[src/rtl/mm_bram_arbiter_if.sv]
// rtl/mm_bram_arbiter_if.sv - requester and BRAM-side signal bundle for mm_bram_arbiter
interface mm_bram_arbiter_if #(
  parameter int ADDR_WIDTH = 32,
  parameter int DATA_WIDTH = 17
);
  logic [1:0]              req_i;
  logic [1:0]              en_i;
  logic [1:0]              we_i;
  logic [2*ADDR_WIDTH-1:0] addr_i;
  logic [2*DATA_WIDTH-1:0] din_i;
  logic [1:0]              gnt_o;
  logic [1:0]              rvalid_o;
  logic [DATA_WIDTH-1:0]   rdata_o;
  logic                    BRAM_en_o;
  logic                    BRAM_we_o;
  logic [ADDR_WIDTH-1:0]   BRAM_addr_o;
  logic [DATA_WIDTH-1:0]   BRAM_din_o;
  logic [DATA_WIDTH-1:0]   BRAM_dout_i;

  modport slave (
    input  req_i, en_i, we_i, addr_i, din_i, BRAM_dout_i,
    output gnt_o, rvalid_o, rdata_o, BRAM_en_o, BRAM_we_o, BRAM_addr_o, BRAM_din_o
  );

  modport master (
    output req_i, en_i, we_i, addr_i, din_i, BRAM_dout_i,
    input  gnt_o, rvalid_o, rdata_o, BRAM_en_o, BRAM_we_o, BRAM_addr_o, BRAM_din_o
  );
endinterface

[src/rtl/mm_bram_arbiter.sv]
// rtl/mm_bram_arbiter.sv - two-requester BRAM port arbiter with round-robin tie-break and read-valid routing
// Optional preemption after HOLD_LIMIT contested cycles when MM_ARB_HOLD_LIMIT_EN is defined.
module mm_bram_arbiter #(
  parameter int ADDR_WIDTH = 32,
  parameter int DATA_WIDTH = 17,
  parameter int HOLD_LIMIT = 64
) (
  input logic           clock_i,
  input logic           reset_i,
  mm_bram_arbiter_if.slave bus
);
  // State value doubles as the one-hot grant vector.
  typedef enum logic [1:0] {
    IDLE = 2'b00,
    OWN0 = 2'b01,
    OWN1 = 2'b10
  } state_t;

  state_t r_state;
  state_t w_next;
  logic   r_last_owner;
  logic   w_next_last;
  logic [1:0] r_rd_tag;
  logic   w_sel;
  logic   w_own_req;
  logic   w_oth_req;
  state_t w_other_state;

  logic                  w_bram_en;
  logic                  w_bram_we;
  logic [ADDR_WIDTH-1:0] w_bram_addr;
  logic [DATA_WIDTH-1:0] w_bram_din;

  assign w_sel         = (r_state == OWN1);
  assign w_own_req     = bus.req_i[w_sel];
  assign w_oth_req     = bus.req_i[~w_sel];
  assign w_other_state = w_sel ? OWN0 : OWN1;

`ifdef MM_ARB_HOLD_LIMIT_EN
  localparam int CNT_W = $clog2(HOLD_LIMIT) + 1;
  logic [CNT_W-1:0] r_hold_cnt;
  logic             w_hold_expired;

  assign w_hold_expired = w_oth_req && (r_hold_cnt == CNT_W'(HOLD_LIMIT - 1));

  always_ff @(posedge clock_i or posedge reset_i) begin
    if (reset_i) begin
      r_hold_cnt <= '0;
    end else if (w_next != r_state) begin
      r_hold_cnt <= '0;
    end else if (r_state != IDLE && w_oth_req) begin
      r_hold_cnt <= r_hold_cnt + 1'b1;
    end
  end
`else
  logic w_hold_expired;
  logic w_unused_hold_limit;

  assign w_hold_expired      = 1'b0;
  assign w_unused_hold_limit = ^HOLD_LIMIT;
`endif

  always_ff @(posedge clock_i or posedge reset_i) begin
    if (reset_i) begin
      r_state      <= IDLE;
      r_last_owner <= 1'b1;
      r_rd_tag     <= 2'b00;
    end else begin
      r_state      <= w_next;
      r_last_owner <= w_next_last;
      r_rd_tag     <= (w_bram_en && !w_bram_we) ? (w_sel ? 2'b10 : 2'b01) : 2'b00;
    end
  end

  always_comb begin
    w_next      = r_state;
    w_next_last = r_last_owner;
    case (r_state)
      IDLE: begin
        case (bus.req_i)
          2'b01:   w_next = OWN0;
          2'b10:   w_next = OWN1;
          2'b11:   w_next = r_last_owner ? OWN0 : OWN1;
          default: w_next = IDLE;
        endcase
      end
      OWN0, OWN1: begin
        if (!w_own_req) begin
          w_next      = w_oth_req ? w_other_state : IDLE;
          w_next_last = w_sel;
        end else if (w_hold_expired) begin
          w_next      = w_other_state;
          w_next_last = w_sel;
        end
      end
      default: w_next = IDLE;
    endcase
  end

  // Only the owner reaches the port; a non-owner's strobes are simply dropped.
  always_comb begin
    w_bram_en   = 1'b0;
    w_bram_we   = 1'b0;
    w_bram_addr = '0;
    w_bram_din  = '0;
    if (r_state == OWN0 || r_state == OWN1) begin
      w_bram_en   = bus.en_i[w_sel] & w_own_req;
      w_bram_we   = bus.we_i[w_sel];
      w_bram_addr = w_sel ? bus.addr_i[2*ADDR_WIDTH-1:ADDR_WIDTH] : bus.addr_i[ADDR_WIDTH-1:0];
      w_bram_din  = w_sel ? bus.din_i[2*DATA_WIDTH-1:DATA_WIDTH] : bus.din_i[DATA_WIDTH-1:0];
    end
  end

  assign bus.gnt_o       = r_state;
  assign bus.rvalid_o    = r_rd_tag;
  assign bus.rdata_o     = bus.BRAM_dout_i;
  assign bus.BRAM_en_o   = w_bram_en;
  assign bus.BRAM_we_o   = w_bram_we;
  assign bus.BRAM_addr_o = w_bram_addr;
  assign bus.BRAM_din_o  = w_bram_din;
endmodule

[src/flat_wrapper.sv]
// flat-port wrapper written by rule: the top's interface ports become plain ports
module mm_bram_arbiter_flat 
#(
  parameter int ADDR_WIDTH = 32,
  parameter int DATA_WIDTH = 17,
  parameter int HOLD_LIMIT = 64
)
  (clock_i, reset_i, bus_req_i, bus_en_i, bus_we_i, bus_addr_i, bus_din_i, bus_BRAM_dout_i, bus_gnt_o, bus_rvalid_o, bus_rdata_o, bus_BRAM_en_o, bus_BRAM_we_o, bus_BRAM_addr_o, bus_BRAM_din_o);
  mm_bram_arbiter_if #(.ADDR_WIDTH(ADDR_WIDTH), .DATA_WIDTH(DATA_WIDTH)) bus_i ();
  input logic clock_i;
  input logic reset_i;
  input wire logic [$bits(bus_i.req_i)-1:0] bus_req_i;
  input wire logic [$bits(bus_i.en_i)-1:0] bus_en_i;
  input wire logic [$bits(bus_i.we_i)-1:0] bus_we_i;
  input wire logic [$bits(bus_i.addr_i)-1:0] bus_addr_i;
  input wire logic [$bits(bus_i.din_i)-1:0] bus_din_i;
  input wire logic [$bits(bus_i.BRAM_dout_i)-1:0] bus_BRAM_dout_i;
  output wire logic [$bits(bus_i.gnt_o)-1:0] bus_gnt_o;
  output wire logic [$bits(bus_i.rvalid_o)-1:0] bus_rvalid_o;
  output wire logic [$bits(bus_i.rdata_o)-1:0] bus_rdata_o;
  output wire logic [$bits(bus_i.BRAM_en_o)-1:0] bus_BRAM_en_o;
  output wire logic [$bits(bus_i.BRAM_we_o)-1:0] bus_BRAM_we_o;
  output wire logic [$bits(bus_i.BRAM_addr_o)-1:0] bus_BRAM_addr_o;
  output wire logic [$bits(bus_i.BRAM_din_o)-1:0] bus_BRAM_din_o;
  assign bus_i.req_i = bus_req_i;
  assign bus_i.en_i = bus_en_i;
  assign bus_i.we_i = bus_we_i;
  assign bus_i.addr_i = bus_addr_i;
  assign bus_i.din_i = bus_din_i;
  assign bus_i.BRAM_dout_i = bus_BRAM_dout_i;
  assign bus_gnt_o = bus_i.gnt_o;
  assign bus_rvalid_o = bus_i.rvalid_o;
  assign bus_rdata_o = bus_i.rdata_o;
  assign bus_BRAM_en_o = bus_i.BRAM_en_o;
  assign bus_BRAM_we_o = bus_i.BRAM_we_o;
  assign bus_BRAM_addr_o = bus_i.BRAM_addr_o;
  assign bus_BRAM_din_o = bus_i.BRAM_din_o;
  mm_bram_arbiter #(.ADDR_WIDTH(ADDR_WIDTH), .DATA_WIDTH(DATA_WIDTH), .HOLD_LIMIT(HOLD_LIMIT)) u_core (.clock_i(clock_i), .reset_i(reset_i), .bus(bus_i));
endmodule
[config.mk]
export PLATFORM = sky130hd
export DESIGN_NAME = mm_bram_arbiter_flat
export DESIGN_NICKNAME = d
export VERILOG_FILES = /design/src/rtl/mm_bram_arbiter_if.sv /design/src/rtl/mm_bram_arbiter.sv /design/src/flat_wrapper.sv
export SDC_FILE = /design/constraint.sdc
export NUM_CORES = 1
export LEC_CHECK = 0
export CORE_UTILIZATION = 20
export DETAILED_ROUTE_END_ITERATION = 12
export GPL_TIMING_DRIVEN = 1
export PLACE_DENSITY = 0.75
export RECOVER_POWER = 50
export SLEW_MARGIN = 20
export SYNTH_ARGS = -nofsm -noshare
export SYNTH_HDL_FRONTEND = slang
export SYNTH_SLANG_ARGS = --single-unit
[constraint.sdc]
create_clock -name clock_i -period 1.44 [get_ports clock_i]
set_input_delay 0.216 -clock clock_i [delete_from_list [all_inputs] [get_ports clock_i]]
set_output_delay 0.216 -clock clock_i [all_outputs]
set_load 0.03 [all_outputs]
== Word level (Yosys, flattened, before mapping) ==
Cells that the tools add are included.

* Register bits after elaboration: 5
* Input port bits: 123
* Output and inout port bits: 72
* Word-level logic and storage cells: 42

* Magnitude comparators: 2
* Equal/unequal tests: 6
* Mux-type cells: 22
* Bitwise gates (word level): 3
* Reductions and logical operators: 6

{| class="wikitable"
|+ Operators by type and width
! kind !! count
|-
| $mux 32 || 2
|-
| $mux 17 || 2
|-
| $mux 2 || 6
|-
| $mux 1 || 10
|-
| $eq 2x2->1 const B || 3
|-
| $pmux 2 s3 || 1
|-
| $eq 2x1->1 const B || 2
|-
| $lt 1x2->1 const B || 2
|-
| $pmux 2 s2 || 1
|-
| $logic_not 2->1 || 1
|-
| $ne 2x2->1 const B || 1
|-
| $not 1->1 || 2
|-
| $reduce_and 2->1 || 1
|-
| $reduce_or 2->1 || 1
|-
| $and 1x1->1 || 1
|-
| $logic_and 1x1->1 || 1
|-
| $logic_not 1->1 || 1
|-
| $logic_or 1x1->1 || 1
|}

== Longest topological paths before layout ==
Gate-level depths: netlist of run 1.

* Depth in word-level cells: 7
* Depth in mapped cells: 6
* Mapped depth without buffers: 5

== Worst setup path before layout of run 1 ==
No wires, ideal clock.

* Path kind: register to output
* Start point: register u_core.r_state[0] (netlist: u_core.bus.gnt_o[0])
* End point: output port bus_BRAM_addr_o[13]
* Arrival time: 1869 ps
* Required time: 1224 ps
* Slack: -645 ps
* Cell stages (with the launch flop): 7
* Buffers on the path: 2
* Path through: dfrtp_1 > inv_1 > ha_1 > inv_2 > buf_2 > buf_2 > nor2_1

* Longest elaborated chain between the ends: 3
* Elaborated cells between the ends (all ways): 5
* Classes of those cells: 2 x eq/ne; 2 x mux; 1 x reduce/logical

{| class="wikitable"
|+ RTL lines
! element !! line !! text
|-
| start: declaration || mm_bram_arbiter.sv:19 || <nowiki>state_t r_state;</nowiki>
|-
| start signal: assignment || mm_bram_arbiter.sv:69 || <nowiki>r_state <= w_next;</nowiki>
|-
| $eq 2x2->1 / $eq 2x1->1 (equally long branches) || mm_bram_arbiter.sv:34, mm_bram_arbiter.sv:106 ||
|-
| $mux 32 / $logic_or 1x1->1 (equally long branches) || mm_bram_arbiter.sv:109, mm_bram_arbiter.sv:106 ||
|-
| $mux 32 * || mm_bram_arbiter.sv:106 || <nowiki>if (r_state == OWN0 || r_state == OWN1) begin</nowiki>
|-
| end: declaration || flat_wrapper.sv:23 || <nowiki>output wire logic [$bits(bus_i.BRAM_addr_o)-1:0] bus_BRAM_addr_o;</nowiki>
|}

Every way passes the cells marked *; elsewhere a longest branch is shown, timed or not.

== Worst setup path in the final report of run 1 ==
* Start point: register u_core.r_state[0] (netlist: u_core.bus.gnt_o[0])
* End point: output port bus_BRAM_addr_o[11]

* Longest elaborated chain between the ends: 3
* Elaborated cells between the ends (all ways): 5
* Classes of those cells: 2 x eq/ne; 2 x mux; 1 x reduce/logical

{| class="wikitable"
|+ RTL lines
! element !! line !! text
|-
| $eq 2x2->1 * || mm_bram_arbiter.sv:34 || <nowiki>assign w_sel = (r_state == OWN1);</nowiki>
|-
| named net u_core.w_sel || mm_bram_arbiter.sv:24 || <nowiki>logic w_sel;</nowiki>
|-
| $mux 32 / $logic_or 1x1->1 (equally long branches) || mm_bram_arbiter.sv:109, mm_bram_arbiter.sv:106 ||
|-
| $mux 32 * || mm_bram_arbiter.sv:106 ||
|}

The timed path passes the listed nets; every way through them passes the cells marked *.

==> metrics.txt, run 1 <==
result of the run complete, but fails checks; failing checks negative setup slack; Core Box Area 5921 um2; post-synthesis cell type with the largest combined area mux2i_1; sort of element at the end of the critical path primary output; most frequent cells in the layout 104 x clkdlybuf4s50_1, 42 x nor2_4, 35 x mux2i_4; number of I/O port buffers 160; post-layout minimum cycle time 1.980 ns; average detailed-routed wire length per instance 16.01 um; number of failing setup endpoints in the final timing report 56; count of endpoints failing hold in the final timing report 0; transition time at the pin with the least slew margin 0.3219 ns; clock slew at reported path FFs 0.04 ns; Mapped Avg Cell Area 7.492 um2; global router's overall resource usage 17.82%; maximum clock skew at final layout 0.002095 ns; antenna violations before repair 0; maximum clock rate 0.5051 GHz; mean number of vias per cell 4.496; number of synthesized register bits 5; power density over cell area 2158 nW/um2; type of the tightest min-delay check in -> async; cell count after synthesis 163; maximum number of pins on one net before global-route repair 13; required time reported for the critical path endpoint 1.22 ns; Netlist Area Pre-Place 1221 um2; Yosys Warn Count 0; via count 1830; part of the Yosys area used for sequential elements 10.35%; Final Core Density 70.10%; Die Span Y 80.14 um; cell leakage power 0.001472 uW; Overall Power 8955 uW; setup tns final -25.46 ns; maximum fanout count along the critical path 10; final net count 460; Placer Congestion 0.8563; Fin Hold WS 0.3335 ns; startpoint type of the worst setup path flop; CTS tree done; Worst-Skew Late Latency 0.22 ns; number of diodes 0; fraction of layout instances using a drive strength above 1 59.94%; number of CTS-inserted buffers 3; CP Data Arrival Time 1.76 ns; Area Overhead vs Synth 239.9%; total number of H-tree levels 1; setup repair after global routing missed its margin true; Starting Density 20.63%; top post-synthesis cells by area mux2i_1 42%, nor2_1 16%, buf_4 14%; top cell type's share of synthesized area 41.80%; most frequent standard cell in the layout excluding fill and tap cells clkdlybuf4s50_1; worst path setup slack after routing -0.5397 ns; DIE AREA 6422 um2; flop-to-flop setup slack -0.28 ns; cell at the root of the clock tree clkbuf_8; Hold Buf Count CTS 0; critical setup path kind reg -> out; aggregate routed wire length 6518 um; count of boundary I/O pins 195; max cap viols 0; fin crit share 137.5%; TritonCTS Sinks 5; first-iteration detailed-routing DRC count 15; HPWL after detailed placement 4667 um; number of remaining DRC errors 0; setup slack at placement -0.6153 ns; total count of max-transition violations in the final report 0; first-pass GRT wire length 8907 um; Post-Syn Nets 290; number of optimization iterations in the first detailed-route pass 4; number of global-route vias before repair 1864; aggregate global routing overflow 0; overall die width 80.14 um; final antenna-violating net count 0; Slew headroom 78.62%; VDD IR-drop max 1.314 mV; Cell variety after synth 23; standard-cell row count 28; deepest clock path buffer count 2
-- path summary, 6_finish.rpt --
kind,startpoint,endpoint,cells after the start
max,u_core.bus.gnt_o[0]$_DFFE_PP0P_,bus_BRAM_addr_o[11],6
min,reset_i,u_core.bus.rvalid_o[0]$_DFF_PP0_,2
max reg2reg,u_core.bus.gnt_o[0]$_DFFE_PP0P_,u_core.bus.rvalid_o[0]$_DFF_PP0_,8
min reg2reg,u_core.r_last_owner$_DFFE_PP1P_,u_core.r_last_owner$_DFFE_PP1P_,1
max in group asynchronous,reset_i,u_core.r_last_owner$_DFFE_PP1P_,2
min in group clock_i,bus_BRAM_dout_i[16],bus_rdata_o[16],0
-- routing by layer --
layer	wire length [um]	global-route usage, %	vias to the layer above
met3	618	4.205	12
met1	2186	18.95	854
li1	-	-	871
met2	3644	34.62	93
met4	69	4.643	0
met5	0	0	-
-- what timing repair did --
action / in CTS / in global routing
pin swaps: 4 / 5
buffers inserted: 4 / 5
gates cloned: 2 / 0
resized for setup: 202 / 25
setup endpoints to repair: 60 / 56
-- worst max-delay path: stages, from the launching register on --
cell             delay, ns
dfrtp_2               0.41
inv_4                 0.08
ha_4                  0.22
buf_12                0.20
mux2i_4               0.29
nor2_4                0.05
clkdlybuf4s15_2       0.28
-- cell usage after synthesis --
master / instances
a21oi_1: 2
a22o_2: 1
a2bb2oi_1: 1
and2_4: 1
buf_2: 3
buf_4: 22
clkbuf_1: 3
dfrtp_1: 4
dfstp_2: 1
ha_1: 4
inv_1: 4
inv_2: 1
mux2_2: 1
mux2_4: 1
mux2i_1: 51
nand2_1: 5
nand2b_1: 1
nand3_1: 1
nor2_1: 51
nor2b_1: 1
nor3_1: 2
o22ai_1: 1
o41ai_2: 1
-- metrics by stage --
stage / cells / cell area (um2)
after floorplan: 163 / 1881
after global placement: 393 / 3517
after detailed placement: 393 / 3517
after CTS: 403 / 3944
after global routing: 407 / 4150
final: 407 / 4150
-- flip-flops by register name (all words and copies together), names as in the netlist --
signal / cells
u_core.bus.gnt_o: 2
u_core.r_last_owner: 1
u_core.bus.rvalid_o: 2
-- cell type report --
| type | count | area, um2 |
|---|---|---|
| fill | 438 | 1770 |
| sequential | 5 | 128.9 |
| multi-input combinational | 125 | 1764 |
| timing repair buffer | 193 | 2090 |
| inverter | 5 | 28.78 |
| tap | 75 | 93.84 |
| clock buffer | 4 | 45.04 |
-- power by group --
group	internal [uW]	leakage, uW	switching [uW]
combinational	4140	0.00139	4330
clock	190	0.0000228	70.9
sequential	195	0.0000612	36.5
-- logic make-up after synthesis --
logic type	synth area share, %
fa+ha+maj	4.099
buf+inv	17.21
flops	10.35
simple gates	20.18
mux	43.95
compound gates	4.202
Note: power is estimated with default switching activity, not from simulation.
==> run 2, diff against run 1 <==
GPL_ROUTABILITY_DRIVEN = 0   (was not set)
SLEW_MARGIN = not set   (was 20)
==> results of run 2 <==
The final DEF is identical to that of run 1; final timing and power are the same.
==> run 3, diff against run 2 <==
ABC_AREA = 1   (was not set)
CORE_UTILIZATION = 21   (was 20)
CTS_CLUSTER_DIAMETER = 30   (was not set)
PLACE_DENSITY = 0.77   (was 0.75)
==> run 3 against run 2 <==
Largest cell class unchanged. Via count is 22% higher. Critical path depth is 1 higher. Global-route usage is 1.7 points higher. Core utilization is 3.3 points higher. Critical path type unchanged. The flow still finishes with violations (negative setup slack). Clock power is 3% higher.
==> metrics.txt, run 3 <==
wire length on met3 407 um (-34%); antenna violations before repair 0 (unchanged); Slew headroom 79.16% (+0.54 points); Area after DPL 3303 um2 (-6.1%); max cap viols 0 (unchanged); cells traversed along the worst timing path inv_2, ha_4, buf_12, buf_12, o21ai_1, nor2_4, buf_6; type of the tightest min-delay check in -> async; Core Box Area 5608 um2 (-5.3%); sort of element at the end of the critical path primary output; total number of H-tree levels 1 (unchanged); total count of max-transition violations in the final report 0 (unchanged); number of remaining DRC errors 0 (unchanged); aggregate global routing overflow 0 (unchanged); CP Data Arrival Time 1.59 ns (-0.17 ns); final standard cell count with taps included and fillers excluded 482 (+18%); post-layout minimum cycle time 1.811 ns (-0.1690 ns); uppermost signal routing layer after detailed routing met4; maximum number of pins on one net before global-route repair 32 (+19); result of the run complete, but fails checks; cell count after synthesis 238 (+46%); overall die width 78.80 um (-1.7%); cell at the root of the clock tree clkbuf_8; deepest clock path buffer count 2 (unchanged); via count 2234 (+22%); share of flip-flops with an asynchronous set or reset after synthesis 100.0% (unchanged); HPWL after detailed placement 4716 um (+1.0%); number of failing setup endpoints in the final timing report 56 (unchanged); Die Span Y 78.80 um (-1.7%); maximum clock rate 0.5523 GHz (+9.3%); met2 wirelength from detailed routing 4064 um (+12%); average detailed-routed wire length per instance 15.16 um (-5.3%); Fin Hold WS 0.3261 ns (-0.007425 ns); most frequent standard cell in the layout excluding fill and tap cells clkdlybuf4s50_1; VDD IR-drop max 1.581 mV (+20%); slowest stage cell on the critical path dfrtp_2; clock slew at reported path FFs 0.04 ns (about the same); Yosys Warn Count 0 (unchanged); DIE AREA 6209 um2 (-3.3%); most repeated library cell on the critical path buf_12; number of diodes 0 (unchanged); setup slack at placement -0.2253 ns (+0.3900 ns); Netlist Area Pre-Place 1239 um2 (+1.4%); transition time at the pin with the least slew margin 0.3116 ns (-0.01035 ns); relative contribution of the clock network to total power 2.5% (-0.4 points); CTS tree done; most frequently used cell type in the post-synthesis netlist nor2_1; Final Core Density 73.40% (+3.3 points); cell leakage power 0.001648 uW (+12%); mean number of vias per cell 4.635 (+3.1%); number of global-route vias before repair 2064 (+11%); number of cells after detailed placement 459 (+17%); source of the critical timing path u_core.bus.gnt_o[1]$_DFFE_PP0P_; power share of the combinational group 95.3% (+0.8 points); required time reported for the critical path endpoint 1.22 ns (about the same); aggregate routed wire length 7309 um (+12%); Slowest Stage Delay on Critical Path 0.41 ns (about the same); Commonest cells post-synth 104 x nor2_1, 50 x o21ai_0, 23 x buf_4; sequential group share of total power 2.2% (-0.4 points); final antenna-violating net count 0 (unchanged); Primary FF master, synth dfrtp_1; maximum fanout count along the critical path 11 (+1); fin crit share 125.7% (-12 points); count of endpoints failing hold in the final timing report 0 (unchanged); final net count 538 (+17%); TritonCTS Sinks 5 (unchanged); top post-synthesis cells by area nor2_1 32%, o21ai_0 20%, buf_4 14%; fraction of layout instances using a drive strength above 1 60.00% (+0.060 points); switching pwr 5562 uW (+25%); count of boundary I/O pins 195 (unchanged); Mapped Avg Cell Area 5.205 um2 (-31%); Post-Syn Nets 365 (+26%); number of I/O port buffers 160 (unchanged); Crit path max-delay family buffers and inverters; power density over cell area 2597 nW/um2 (+20%); maximum clock skew at final layout 0.004717 ns (+0.002621 ns); critical setup path kind reg -> out; number of CTS-inserted buffers 3 (unchanged); number of synthesized register bits 5 (unchanged); post-synthesis cell type with the largest combined area nor2_1; CP Buf/Inv Count 4 (+1); setup repair after global routing missed its margin true; R2R Path Start u_core.bus.gnt_o[1]$_DFFE_PP0P_; first-pass GRT wire length 9666 um (+8.5%); Design Area, Final 4116 um2 (-0.81%); Area Overhead vs Synth 232.3%; Hold Buf Count CTS 0 (unchanged); startpoint type of the worst setup path flop; Starting Density 22.09% (+1.5 points); Cell variety after synth 18 (-22%); internal cell power 5129 uW (+13%); global router's overall resource usage 19.54% (+1.7 points); most frequent cells in the layout 105 x clkdlybuf4s50_1, 53 x buf_6, 51 x nor2_4; number of enable flip-flop cells after synthesis 0 (unchanged); number of optimization iterations in the first detailed-route pass 4 (unchanged); part of the Yosys area used for sequential elements 10.20% (-0.15 points); first-iteration detailed-routing DRC count 49 (+34); Worst-Skew Late Latency 0.23 ns (about the same); worst path setup slack after routing -0.3707 ns (+0.1690 ns); failing checks negative setup slack; WL met1 2680 um (+23%); top cell type's share of synthesized area 31.52% (-10 points); standard-cell row count 27 (-3.6%); switching part of the total power 52.03% (+2.5 points)
run 3: kinds of logic after synthesis:
group / Yosys count / share of synthesized area, %
AO/OA/AOI/OAI: 52 / 21.62
adder cells (fa/ha/maj): 4 / 4.041
flip-flops: 5 / 10.20
AND/OR/NAND/NOR: 132 / 41.31
buffers and inverters: 45 / 22.83
run 3: final timing paths:
path                                                         end  slack [ns]  cells after the start
worst max-delay path                          bus_BRAM_addr_o[8]       -0.37                      7
worst min-delay path            u_core.bus.rvalid_o[1]$_DFF_PP0_        0.33                      2
worst max register to register   u_core.bus.gnt_o[1]$_DFFE_PP0P_       -0.10                      9
worst min register to register   u_core.r_last_owner$_DFFE_PP1P_        0.54                      2
max in group asynchronous        u_core.r_last_owner$_DFFE_PP1P_        0.87                      2
min in group clock_i                             bus_rdata_o[15]        0.43                      0
run 3: stage by stage:
step / TNS [ns] / total power, uW
6_report: -17.40 / 10690
3_3_place_gp: -7.432 / 7768
3_5_place_dp: -9.395 / 7876
4_1_cts: -17.57 / 9157
5_1_grt: -19.65 / 11220
2_1_floorplan: -7.224 / 5630
run 3: worst reg2reg max path, stage by stage (launching register included):
cell and delay (ns):
dfrtp_2 0.41, inv_2 0.06, ha_4 0.27, buf_12 0.14, inv_2 0.06, buf_4 0.14
a21oi_4 0.15, buf_6 0.13, nand2_1 0.04, nand2_1 0.06
run 3: repair_timing:
item / 4_1_cts / 5_1_grt
gates cloned: 1 / 6
endpoints found under the setup margin: 58 / 56
gates resized for setup: 58 / 84
buffers inserted: 4 / 10
pin swaps: 1 / 13
run 3: per-layer routing:
layer	vias to the layer above	track usage, %
li1	1083	-
met5	-	0
met4	0	6.481
met3	15	2.989
met1	1050	20.76
met2	86	38.52
run 3: area by class of cell:
cell class / instances / area (um2)
Sequential cell: 5 / 128.9
Clock buffer: 4 / 45.04
Fill cell: 402 / 1491
Tap cell: 72 / 90.09
Inverter: 11 / 48.80
Multi-Input combinational cell: 188 / 1554
Timing Repair Buffer: 202 / 2250
run 3: power by group through the flow:
stage / clock network, uW / logic (uW) / registers, uW
detailed placement: 0 / 7650 / 227
CTS: 277 / 8640 / 236
floorplan: 0 / 5330 / 295
global route: 278 / 10700 / 238
finish: 269 / 10200 / 235
global placement: 0 / 7540 / 225
